--- src/rtl/piso_shift_tx.sv ---
// Parallel-in/serial-out shift-register transmitter.
// A word accepted through a valid/ready handshake is shifted out one bit at a
// time, each bit held for CLK_DIV cycles, followed by a one-cycle done pulse.
// Every output is a register, so ser_out and bit_strb appear on the cycle
// after the edge that decided them.
module piso_shift_tx #(
    parameter int WIDTH     = 8,
    parameter bit MSB_FIRST = 1'b1,
    parameter int CLK_DIV   = 1
) (
    input  logic             clk,
    input  logic             reset,
    input  logic [WIDTH-1:0] data_in,
    input  logic             load_valid,
    output logic             load_ready,
    output logic             ser_out,
    output logic             ser_valid,
    output logic             bit_strb,
    output logic             busy,
    output logic             done
);

    localparam int BCW = $clog2(WIDTH + 1);
    localparam int DCW = $clog2(CLK_DIV + 1);
    localparam logic [BCW-1:0] BIT_LAST = BCW'(WIDTH - 1);
    localparam logic [DCW-1:0] DIV_LAST = DCW'(CLK_DIV - 1);

    typedef enum logic [1:0] {
        IDLE  = 2'd0,
        SHIFT = 2'd1,
        DONE  = 2'd2
    } state_t;

    state_t           state, state_nxt;
    logic [WIDTH-1:0] shreg, shreg_nxt;
    logic [BCW-1:0]   bit_cnt, bit_cnt_nxt;
    logic [DCW-1:0]   div_cnt, div_nxt;
    logic             ser_out_nxt, ser_valid_nxt, bit_strb_nxt;
    logic             busy_nxt, done_nxt, load_ready_nxt;

    // Bit that goes on the line first for a given register content.
    function automatic logic first_bit(input logic [WIDTH-1:0] w);
        return MSB_FIRST ? w[WIDTH-1] : w[0];
    endfunction

    // Move the next bit to be sent into the head position.
    function automatic logic [WIDTH-1:0] shift_word(input logic [WIDTH-1:0] w);
        return MSB_FIRST ? {w[WIDTH-2:0], 1'b0} : {1'b0, w[WIDTH-1:1]};
    endfunction

    // Next-state and next-output decode; outputs default to the idle-low values.
    always_comb begin
        state_nxt      = state;
        shreg_nxt      = shreg;
        bit_cnt_nxt    = bit_cnt;
        div_nxt        = div_cnt;
        ser_out_nxt    = 1'b0;
        ser_valid_nxt  = 1'b0;
        bit_strb_nxt   = 1'b0;
        busy_nxt       = 1'b0;
        done_nxt       = 1'b0;
        load_ready_nxt = 1'b0;
        case (state)
            IDLE: begin
                if (load_valid && load_ready) begin
                    // The first bit is taken straight from data_in so it is
                    // on the line in the very first cycle after acceptance.
                    state_nxt     = SHIFT;
                    shreg_nxt     = data_in;
                    bit_cnt_nxt   = '0;
                    div_nxt       = '0;
                    ser_out_nxt   = first_bit(data_in);
                    ser_valid_nxt = 1'b1;
                    bit_strb_nxt  = 1'b1;
                    busy_nxt      = 1'b1;
                end else begin
                    load_ready_nxt = 1'b1;
                end
            end
            SHIFT: begin
                busy_nxt = 1'b1;
                if (div_cnt == DIV_LAST) begin
                    div_nxt = '0;
                    if (bit_cnt == BIT_LAST) begin
                        state_nxt = DONE;
                        done_nxt  = 1'b1;
                    end else begin
                        shreg_nxt     = shift_word(shreg);
                        bit_cnt_nxt   = bit_cnt + 1'b1;
                        ser_out_nxt   = first_bit(shift_word(shreg));
                        ser_valid_nxt = 1'b1;
                        bit_strb_nxt  = 1'b1;
                    end
                end else begin
                    div_nxt       = div_cnt + 1'b1;
                    ser_out_nxt   = ser_out;
                    ser_valid_nxt = 1'b1;
                end
            end
            DONE: begin
                state_nxt      = IDLE;
                load_ready_nxt = 1'b1;
            end
            default: begin
                state_nxt = IDLE;
            end
        endcase
    end

    // FSM state register.
    always_ff @(posedge clk) begin
        if (reset) begin
            state <= IDLE;
        end else begin
            state <= state_nxt;
        end
    end

    // Shift register, counters and registered outputs.
    always_ff @(posedge clk) begin
        if (reset) begin
            shreg      <= '0;
            bit_cnt    <= '0;
            div_cnt    <= '0;
            ser_out    <= 1'b0;
            ser_valid  <= 1'b0;
            bit_strb   <= 1'b0;
            busy       <= 1'b0;
            done       <= 1'b0;
            load_ready <= 1'b1;
        end else begin
            shreg      <= shreg_nxt;
            bit_cnt    <= bit_cnt_nxt;
            div_cnt    <= div_nxt;
            ser_out    <= ser_out_nxt;
            ser_valid  <= ser_valid_nxt;
            bit_strb   <= bit_strb_nxt;
            busy       <= busy_nxt;
            done       <= done_nxt;
            load_ready <= load_ready_nxt;
        end
    end

endmodule

--- config.mk ---
export PLATFORM = sky130hd
export DESIGN_NAME = piso_shift_tx
export DESIGN_NICKNAME = d
export VERILOG_FILES = /design/src/rtl/piso_shift_tx.sv
export SDC_FILE = /design/constraint.sdc
export NUM_CORES = 1
export LEC_CHECK = 0
export ABC_AREA = 1
export CAP_MARGIN = 20
export CORE_MARGIN = 3
export CORE_UTILIZATION = 52
export DETAILED_ROUTE_END_ITERATION = 10
export PLACE_DENSITY = 0.81
export SLEW_MARGIN = 0
export SYNTH_ARGS = -nofsm -noshare
export SYNTH_HDL_FRONTEND = slang
export SYNTH_SLANG_ARGS = --single-unit
--- constraint.sdc ---
create_clock -name clk -period 3.5 [get_ports clk]
set_input_delay 0.7 -clock clk [delete_from_list [all_inputs] [get_ports clk]]
set_output_delay 0.7 -clock clk [all_outputs]
set_load 0.005 [all_outputs]
==> results of run 1 <==
==> worst reg2reg max path, delay by kind of cell, from the launching register on <==
family / cells / cell delay, ns
AOI/OAI and AO/OA: 1 / 0.19
adders and majority gates: 1 / 0.24
DFF: 1 / 0.38
and+or+nand+nor: 3 / 0.37
==> routing by layer <==
metal	GRT usage, %	routed length, µm	vias up
met3	3.557	77	4
met1	19.85	630	304
met5	0	0	-
met2	25.91	650	18
met4	14.04	48	0
li1	-	-	359
==> flip-flops by register name (all words and copies together), names as in the netlist <==
register	cells
busy	1
state	2
done	1
ser_out	1
shreg	7
load_ready	1
ser_valid	1
bit_cnt	4
==> cell usage after synthesis <==
master,count,area (µm²)
sky130_fd_sc_hd__o21ai_1,2,10.01
sky130_fd_sc_hd__o21ai_2,2,17.52
sky130_fd_sc_hd__nand2_4,3,33.78
sky130_fd_sc_hd__nor2_1,3,11.26
sky130_fd_sc_hd__nand2_2,2,12.51
sky130_fd_sc_hd__nand3_2,1,10.01
sky130_fd_sc_hd__o21ai_0,13,65.06
sky130_fd_sc_hd__inv_2,1,3.750
sky130_fd_sc_hd__nand3_1,13,65.06
sky130_fd_sc_hd__nor3_1,2,10.01
sky130_fd_sc_hd__nor2_4,1,11.26
sky130_fd_sc_hd__dfxtp_1,18,360.4
sky130_fd_sc_hd__buf_2,1,5.000
sky130_fd_sc_hd__nand3_4,2,35.03
sky130_fd_sc_hd__buf_4,1,7.510
sky130_fd_sc_hd__a21oi_1,5,25.02
sky130_fd_sc_hd__ha_1,1,12.51
sky130_fd_sc_hd__nand2_1,13,48.80
sky130_fd_sc_hd__inv_1,15,56.30
sky130_fd_sc_hd__buf_6,1,11.26
sky130_fd_sc_hd__or2_2,1,6.260
==> worst max-delay path by stage <==
stage                     startpoint  cells after the start  slack (ns)          to
after CTS                 load_ready                      1        1.60  load_ready
after global routing      load_ready                      1        1.57  load_ready
after global placement         reset                      6        1.54  bit_cnt[3]
final                     load_ready                      1        1.62  load_ready
after floorplan           load_valid                      5        2.25  bit_cnt[3]
after detailed placement       reset                      4        1.48    shreg[2]
==> per-stage QoR <==
step / util, % / hold slack [ns]
2_1_floorplan: - / 0.4324
3_3_place_gp: 70.41 / 0.4533
3_5_place_dp: 70.41 / 0.4494
4_1_cts: 73.03 / 0.4660
5_1_grt: 73.03 / 0.4969
6_report: 73.03 / 0.4652
==> kinds of logic (layout without fill, tap and decap cells) <==
| group | count (synthesis) | after routing | synth area share (%) |
|---|---|---|---|
| AO/OA/AOI/OAI | 22 | 22 | 14.37 |
| AND/OR/NAND/NOR | 41 | 41 | 29.82 |
| flip-flops | 18 | 18 | 44.04 |
| adder cells (fa/ha/maj) | 1 | 1 | 1.529 |
| buffers and inverters | 19 | 36 | 10.24 |
==> layout make-up <==
type,count,area [µm²],area share [%]
timing repair buffer,16,160.2,15.86
clock buffer,4,36.28,3.594
inverter,16,60.06,5.948
multi-input combinational,64,374.1,37.05
tap,15,18.77,1.859
sequential,18,360.3,35.69
==> report_power, final <==
group / internal [mW] / switching (mW) / leakage, nW / total [mW]
combinational: 0.0348 / 0.0410 / 0.245 / 0.0758
clock: 0.0635 / 0.0647 / 0.0210 / 0.128
sequential: 0.218 / 0.00628 / 0.147 / 0.224
==> impl_summary.md, run 1 <==
Worst setup path
Along the worst path, the maximum fanout reaches 3. Traced cell by cell, the critical path runs through clkdlybuf4s50_1. The slowest library cell on the worst path is sky130_fd_sc_hd__clkdlybuf4s50_1. The startpoint of the worst register-to-register path is bit_cnt[0]. The biggest cell delay along the critical path is 0.51 ns. At the worst endpoint, the required time is 2.80 ns. The count of cells along the worst register-to-register path is 5.

Counting both buffers and inverters, the worst setup path holds a total of 1. In this run the register-to-register setup slack is 2.26 ns. The element type at the critical path end is an output port. The class of the most critical setup path is flop to output port. The endpoint of the worst-slack reg-to-reg timing path is shreg[2]. The startpoint type of the worst setup path is a flop. The data arrival time at the worst-slack endpoint is 1.18 ns.

The dominant delay contributor by cell family on the critical path is buffers and inverters.

GRT
The number of antenna violations at the first check in global routing is 0. The pin count of the biggest net entering global routing is 17. The via count of the first global-routing pass is 601. The all-layer global routing usage is 16.90%. The wire length of the first global-routing pass is 2463 µm. For this run the aggregate overflow at the end of global routing stands at 0.

Placement
OpenSTA, run right after detailed placement, puts the worst setup slack at 1.482 ns. Including well taps, the total number of placed cells is 129. The placer's final routability congestion estimate is 0.7580. Port buffering added 16 buffers.

The instance area at placement is 973.4 µm². The HPWL reported at the end of detailed placement is 1062 µm.

Timing
In the post-route analysis, the smallest setup slack over all paths is 1.621 ns. The final count of pins violating max slew is 0. The highest clock rate is 532.1 MHz.

The part of the cycle the worst path needs is 53.69%. The slew at the pin with the worst max-slew slack is 0.3590 ns. The final period demand of the worst path is 1.879 ns. Setup repair after global routing left no endpoint under its margin. The worst-case clock skew is 0.004782 ns. The accumulated negative setup slack is 0 ns.

The max-slew headroom at the worst pin is 76.04%. The number of hold violations in the final report came to 0. Setup violations remaining at the end of the flow were counted as 0.

CTS
CTS built an H-tree with a depth of 1. At the later pin of the worst-skew pair, clock insertion delay measures 0.30 ns. The post-cts gate resize count is 0. After clock tree synthesis, the setup repair step added 0 buffers. The clock transition at the register clock pins on the worst setup and hold paths after CTS is 0.10 ns. CTS saw 18 sinks.

TritonCTS built the clock tree. CTS placed an instance of sky130_fd_sc_hd__clkbuf_4 at the clock tree root. The maximum count of clock buffers along a single path is 2. The number of clock buffers inserted by TritonCTS is 3. In this run, post-CTS hold repair placed 0 buffers.

Routing
The per-cell routed wire length is 10.57 µm. The violation count after the first detailed-routing iteration is 8. For this run, the detailed router's first-pass iteration total came to 4. The number of nets with antenna violations after routing is 0. The total wirelength of the detailed-routed design is 1406 µm. The routed via count divided by cell count is 5.150.

In the routed design, unresolved DRC markers number 0. The total number of vias is 685.

Cells and area
The most common library cell in the layout ignoring fill and taps is sky130_fd_sc_hd__dfxtp_1. The synthesis-to-layout area growth is 23.39%. With fillers left out, the area of the finished cells amounts to 0.001010 mm². The share of layout cells above drive strength 1 is 14.41%.

The final cell count without fillers is 133. The final layout contains 131 nets. The repair_antennas step left the layout with diodes totalling 0. In the layout the commonest cells are sky130_fd_sc_hd__dfxtp_1 (18), sky130_fd_sc_hd__clkdlybuf4s50_1 (16), sky130_fd_sc_hd__inv_1 (15).

The number of inserted filler cells in the final layout is 103.

Yosys
Synthesis inferred 18 register bits. The post-synthesis cell type count is 21. The net count after synthesis is 113.

The synthesized netlist occupies a cell area of 818.3 µm². After technology mapping, the gate count stands at 101. The sequential area share after synthesis is 44.04%. The Yosys step of the flow raised 0 warnings. The average footprint of a synthesized cell is 8.102 µm².

Pwr
VDD sags by at most 0.0002516 V. The overall power is 428.2 µW. The analysis attributes to cell leakage a power of 0.4136 nW. The power density relative to cell area is 424.1 mW/mm².

Die
In this run the standard cell core region covers 0.001383 mm². The die covers 0.002086 mm². Pin placement for this block handled 17 I/O pins. The number of cell rows is 13. The die boundary height is 45.67 µm. The die is 45.67 µm wide.

The initial core utilization is 59.19%.

Status
The run finished with clean final reports.

Flow run
The number of maximum-capacitance constraint violations is 0.

Min path
Along the worst hold path, the cell count comes to 2. In this run the worst hold path is classified as flop to flop. The worst hold path begins at shreg[0]. The worst hold path terminates at shreg[0].
(Power assumes the default switching activity.)
==> run 2, diff against run 1 <==
- CORE_UTILIZATION: 52 -> 48
- PLACE_DENSITY: 0.81 -> 0.76
- clock period: 3.5 -> 1.97 ns (I/O delays scaled with it)
==> run 2 against run 1 <==
  * Routed wire length is 1.8% lower
  * First-iteration DRC count is 13% lower
  * Design area is 0.12% higher
==> impl_summary.md, run 2 (synthesis gave the netlist of run 1 again) <==
Cells and area
The flip-flop count of the largest register after layout is 7. 0 antenna diodes ended up in the layout. The most common library cell in the layout ignoring fill and taps is sky130_fd_sc_hd__dfxtp_1. The final cell count without fillers is 134. Cells fill 64.85% of the core in the end.

Once layout is done, the placed cells without fillers occupy 0.001011 mm². The register with the most flip-flops is shreg. The share of layout cells above drive strength 1 is 14.41%. Leaving out fill and tap cells, the most frequent cells in the layout are sky130_fd_sc_hd__dfxtp_1 (18), sky130_fd_sc_hd__clkdlybuf4s50_1 (16), sky130_fd_sc_hd__inv_1 (15). The number of nets at the end of the flow is 131. In the final layout, the registers with the most flip-flops are shreg x7, bit_cnt x4, state x2.

The synthesis-to-layout area growth is 23.55%.

Placement
Counting tap cells, the placed design contains a total of 130 instances. The HPWL reported at the end of detailed placement is 1043 µm. Input and output buffers added on the ports amount to 16. The placer's final routability congestion estimate is 0.7832. The instance area at placement is 974.7 µm².

Timing
The max-slew headroom at the worst pin is 75.77%. The final count of pins violating max slew is 0. The clock period could shrink to 1.567 ns. The number of hold violations in the final report is 0. Setup repair after global routing left no endpoint under its margin. The accumulated negative setup slack is 0 ns. For the pin with the worst max-slew slack, the measured transition is 0.3630 ns. Dividing the final minimum period by the clock period gives 79.56%.

Setup violations remaining at the end of the flow were counted as 0. The worst-case clock skew is 0.001397 ns. Timing would allow up to 638.0 MHz.

Die
The initial utilization of the core area, before any placement, comes to 52.49%. The total die area is 0.002236 mm². In this run the vertical extent of the chip is 47.29 µm. The number of cell rows is 14. The floorplan step set the die width to 47.29 µm. The number of ports placed on the die boundary is 17.

The total area inside the core boundary comes to 0.001559 mm².

Pwr
Power spread over the standard cell area amounts to 747.1 mW/mm². The overall power is 755.3 µW. Internal power comes to 561.7 µW.

The worst-case vdd ir drop is 0.0006537 V. The combinational power share is 17.7%. The part of the power in the clock network is 29.6%. The portion of total power attributed to sequential cells is 52.7%. The switching part of the total power is 25.64%. In this run the static leakage power is 0.4136 nW.

The switching power summed over all nets is 193.6 µW.

Routing
Dividing the detail-routed via count by the number of cells gives 5.052. The first detailed-routing pass took 2 iterations. The final layout contains routed wiring with a total length of 1380 µm. The total number of vias is 677. The count of nets left with antenna violations once routing finished came out at 0. In the final routed layout, each cell accounts on average for 10.30 µm.

The violation count after the first detailed-routing iteration is 7. In the routed design, unresolved DRC markers number 0.

CTS
The number of levels the H-tree was split into is 1. After clock tree synthesis, the flow added hold-fix buffers numbering 0. After clock tree synthesis, the repair step resized 0 gates. The clock transition at the register clock pins on the worst setup and hold paths after CTS is 0.10 ns. The insertion delay to the later sink of the worst-skew pair is 0.29 ns. Clock tree synthesis inserted a total of 3 buffers. Counting along the longest clock path gives a buffer depth of 2.

The CTS sink count is 18. After clock tree synthesis, the setup repair step added 0 buffers. In this run the clock root is driven by a sky130_fd_sc_hd__clkbuf_4.

TritonCTS built the clock tree.

Worst setup path
The critical path goes through clkdlybuf4s50_1. The element type at the critical path end is an output port. The largest fanout of any net on the critical path is 3. For this run, the slowest stage of the critical path takes 0.51 ns. Broken down by cell family, the worst path's largest delay share belongs to buffers and inverters. For the worst setup path, the data arrival time is 1.17 ns. The number of buffers and inverters on the critical path is 1.

Among all stages on the critical path, the largest delay is contributed by sky130_fd_sc_hd__clkdlybuf4s50_1. STA classifies the critical path startpoint as a flop. The data required time of the worst path is 1.58 ns. The critical path is of the flop to output port type.

GRT
Entering global routing, the biggest net connects 17 pins. The via count of the first global-routing pass is 562. The number of antenna violations at the first check in global routing is 0. The wire length of the first global-routing pass is 2297 µm.

The total global routing overflow is 0. Global routing consumed, over all layers together, 14.64% of the routing resources.

Flow run
The number of maximum-capacitance constraint violations is 0.

Status
The flow ran to the end, and the final reports show no timing, DRC or antenna violations.

Min path
The path class of the tightest hold or removal check is flop to flop.
==> run 2: cell counts in the layout (fill, tap and decap cells not counted) <==
Identical to the previous run, type by type.
==> run 2: final timing paths <==
check	from	endpoint	slack, ns	cells after the start
setup / recovery	load_ready	load_ready	0.40	1
hold / removal	shreg[4]	shreg[4]	0.47	2
setup reg to reg	bit_cnt[0]	shreg[3]	0.70	5
hold reg to reg	shreg[4]	shreg[4]	0.47	2
==> run 2: power groups by stage <==
stage,clock network [mW],logic (mW),registers (mW)
after floorplan,0,0.0876,0.406
after global placement,0,0.134,0.406
after detailed placement,0,0.134,0.407
after CTS,0.231,0.135,0.398
after global routing,0.250,0.150,0.401
final,0.223,0.134,0.398
==> run 2: routing by layer <==
metal / track usage, % / share of wire [%] / up-vias
li1: - / - / 366
met1: 18.85 / 50 / 298
met2: 21.93 / 45 / 11
met3: 6.897 / 4.6 / 2
met4: 3.867 / 0.72 / 0
met5: 0 / 0 / -
==> run 2: area by class of cell <==
type | count | area [µm²]
fill | 140 | 548.0
multi-input combinational | 64 | 374.1
sequential | 18 | 360.3
timing repair buffer | 16 | 160.2
inverter | 16 | 60.06
clock buffer | 4 | 36.28
tap | 16 | 20.02
==> run 2: stage by stage <==
stage | worst slack, ns | hold WS (ns)
2_1_floorplan | 0.8422 | 0.4324
3_3_place_gp | 0.3334 | 0.4572
3_5_place_dp | 0.2787 | 0.4524
4_1_cts | 0.3850 | 0.4693
5_1_grt | 0.3422 | 0.4994
6_report | 0.4027 | 0.4679
==> run 3, diff against run 2 <==
- clock period: 1.97 -> 1.5 ns (I/O delays scaled with it)
==> run 3 against run 2 <==
  * Register-to-register slack got worse by 0.48 ns
  * Global-route usage up 1.1 points
  * Total power up 33%
  * Cell count up 1.5%
  * Hold slack got worse by 0.0054 ns
  * Die area unchanged
  * Count of clock-buffer cells in the layout unchanged
  * Routed wire length rose by 8.1%
  * Clock power rose by 34%
  * First-iteration DRC count increased by 86%
  * Critical path type unchanged
  * Largest cell class unchanged
  * Highest routed layer unchanged
==> impl_summary.md, run 3 (synthesis gave the netlist of run 1 again) <==
Status
The flow ran to the end, and the final reports show no timing, DRC or antenna violations.

GRT
The number of antenna violations at the first check in global routing is 0. The wire length of the first global-routing pass is 2587 µm. Global routing consumed, over all layers together, 15.75% of the routing resources. The via count of the first global-routing pass came to 605.

Global routing finished with a remaining overflow of 0. The pin count of the biggest net entering global routing is 17.

Timing
At the pin with the least slew margin, the transition time is 0.2275 ns. The routed design could run at a clock period as short as 1.443 ns. The accumulated negative setup slack is 0 ns. The worst-case clock skew is 0.001682 ns. The number of hold violations in the final report is 0. The highest clock rate is 693.1 MHz. The part of the cycle the worst path needs is 96.19%. The max-slew headroom at the worst pin is 84.81%. The final count of pins violating max slew is 0. The setup-violating endpoint count in the final report is 0. The smallest setup slack after layout is 0.05711 ns. Setup repair after global routing left no endpoint under its margin.

Worst setup path
STA puts the critical path data arrival time at 1.14 ns. The worst setup path is of the flop to output port kind. STA classifies the critical path endpoint as an output port. The kind of cell with the highest combined delay along the critical path is buffers and inverters.

The number of buffers and inverters on the critical path is 1. The reg2reg setup slack is 0.22 ns. The startpoint type of the worst setup path is a flop. In this run the critical register-to-register path is launched from bit_cnt[0]. The data required time of the worst path is 1.20 ns. For this design, the slowest cell found on the critical path is sky130_fd_sc_hd__clkdlybuf4s50_1. The endpoint of the worst-slack reg-to-reg timing path is bit_cnt[3]. Traced cell by cell, the critical path runs through clkdlybuf4s50_1. Measured in cells, the most critical reg-to-reg path has a length of 8. The largest fanout of any net on the critical path is 3. The biggest cell delay along the critical path is 0.50 ns.

Cells and area
The final cell count without fillers is 136. The most common library cell in the layout ignoring fill and taps is sky130_fd_sc_hd__dfxtp_1. The largest registers in the layout are shreg x7, bit_cnt x4, state x2. Registers take 361.6 µm². Ranked by flip-flop count, first place goes to shreg. In the final layout, the multi-input gates occupy 374.1 µm².

Relative to the synthesized area, the layout overhead comes to 25.54%. 0 antenna diodes ended up in the layout. The post-route netlist has 16.67% of its cells at a drive strength greater than 1. The number of nets at the end of the flow is 133. The filler cells instantiated in the layout total 127. The flip-flop count of the largest register after layout is 7. The top cell types in the final layout, fill and taps aside, are sky130_fd_sc_hd__dfxtp_1 (17), sky130_fd_sc_hd__clkdlybuf4s50_1 (16), sky130_fd_sc_hd__inv_1 (15).

The final core utilization is 65.89%.

Placement
Detailed placement finished with a half-perimeter wire length of 1144 µm. Before CTS, the worst setup slack after placement is 0.01426 ns. At the end of routability-driven placement, the weighted congestion stood at 0.7288. The number of buffer cells added on primary ports is 16. Once placement completed, the tool counted placed cells totaling 132.

Min path
The path with the worst hold slack has its endpoint at shreg[0]. The worst hold path belongs to the class flop to flop. The beginning of the worst hold path is shreg[0]. The worst hold path stage count is 2.

Routing
The routed layout has 691 vias. After detailed routing, the average wire length per cell comes to 10.97 µm. The detail route stage leaves a number of antenna-violating nets equal to 0. The first detailed-routing pass took 4 iterations. The routed via count divided by cell count is 5.081. In this run, the number of DRC markers left after iteration 0 of detailed routing was 13. Summed over all layers, the routed wires come to 1492 µm. The final routed DRC violation total is 0.

Die
The initialized floorplan defines 14 standard-cell rows. The floorplan step set the die height to 47.29 µm. The number of ports placed on the die boundary is 17. The horizontal die dimension is 47.29 µm. The total area inside the core boundary comes to 0.001559 mm².

The initial core utilization is 52.49%. The die covers 0.002236 mm².

CTS
At the later pin of the worst-skew pair, clock insertion delay measures 0.29 ns. CTS placed an instance of sky130_fd_sc_hd__clkbuf_4 at the clock tree root. In this run the number of H-tree levels came out at 1. TritonCTS built the clock tree. Gates resized during post-CTS repair numbered 0. In this run, post-CTS hold repair placed 0 buffers.

The CTS sink count is 18. Clock-pin slew was measured on the worst setup and hold paths at 0.11 ns. The number of clock buffers inserted by TritonCTS is 3. Buffers added to address setup during post-CTS repair amount to 0.

Counting along the longest clock path gives a buffer depth of 2.

Pwr
The part of the power in the clock network is 29.8%. The switching part of the total power is 26.04%. Cell internal power was estimated by the tool at 741.4 µW. For this design the total switching power over the nets is 261.1 µW. The power density relative to cell area is 975.9 mW/mm². The worst-case IR drop observed on VDD is 0.0005689 V. The analysis attributes to cell leakage a power of 0.4230 nW.

Combinational cells account for 18.0% of the total power. Sequential cells account for 52.2% of the total power.

Flow run
Across the run, the number of max-cap violations was 0.
-- run 3: stage by stage --
stage / instance area (µm²) / hold WS (ns) / power (mW)
3_3_place_gp: 989.7 / 0.4489 / 0.7135
5_1_grt: 1027 / 0.4982 / 1.056
2_1_floorplan: 818.3 / 0.3691 / 0.6482
6_report: 1027 / 0.4625 / 1.003
3_5_place_dp: 989.7 / 0.4528 / 0.7177
4_1_cts: 1026 / 0.4692 / 1.012
-- run 3: how the worst max path moves through the flow --
stage / from / end / slack (ns) / cells after the start
3_5_place_dp: load_valid / bit_cnt[3] / 0.01 / 6
3_3_place_gp: load_valid / bit_cnt[3] / 0.08 / 6
6_report: load_ready / load_ready / 0.06 / 1
4_1_cts: load_ready / load_ready / 0.02 / 1
5_1_grt: ser_valid / bit_strb / 0.006 / 1
2_1_floorplan: bit_cnt[0] / bit_cnt[3] / 0.37 / 8
-- run 3: layout make-up --
type	instances	share of cell area, %
inverter	16	5.847
clock buffer	4	3.532
timing repair buffer	18	17.05
tap	16	1.949
multi-input combinational	64	36.42
sequential	18	35.20
-- run 3: power by group through the flow --
stage                     logic [mW]  registers (mW)  clock network [mW]
after floorplan                0.115           0.533                   0
after global placement         0.181           0.533                   0
after detailed placement       0.183           0.534                   0
after CTS                      0.185           0.523               0.304
after global routing           0.203           0.527               0.327
final                          0.181           0.523               0.298
-- run 3: layer usage --
metal | vias up | wire (µm) | track usage, %
li1 | 363 | - | -
met1 | 309 | 698 | 21.48
met2 | 17 | 706 | 25.40
met3 | 2 | 82 | 3.448
met4 | 0 | 5 | 3.315
met5 | - | 0 | 0
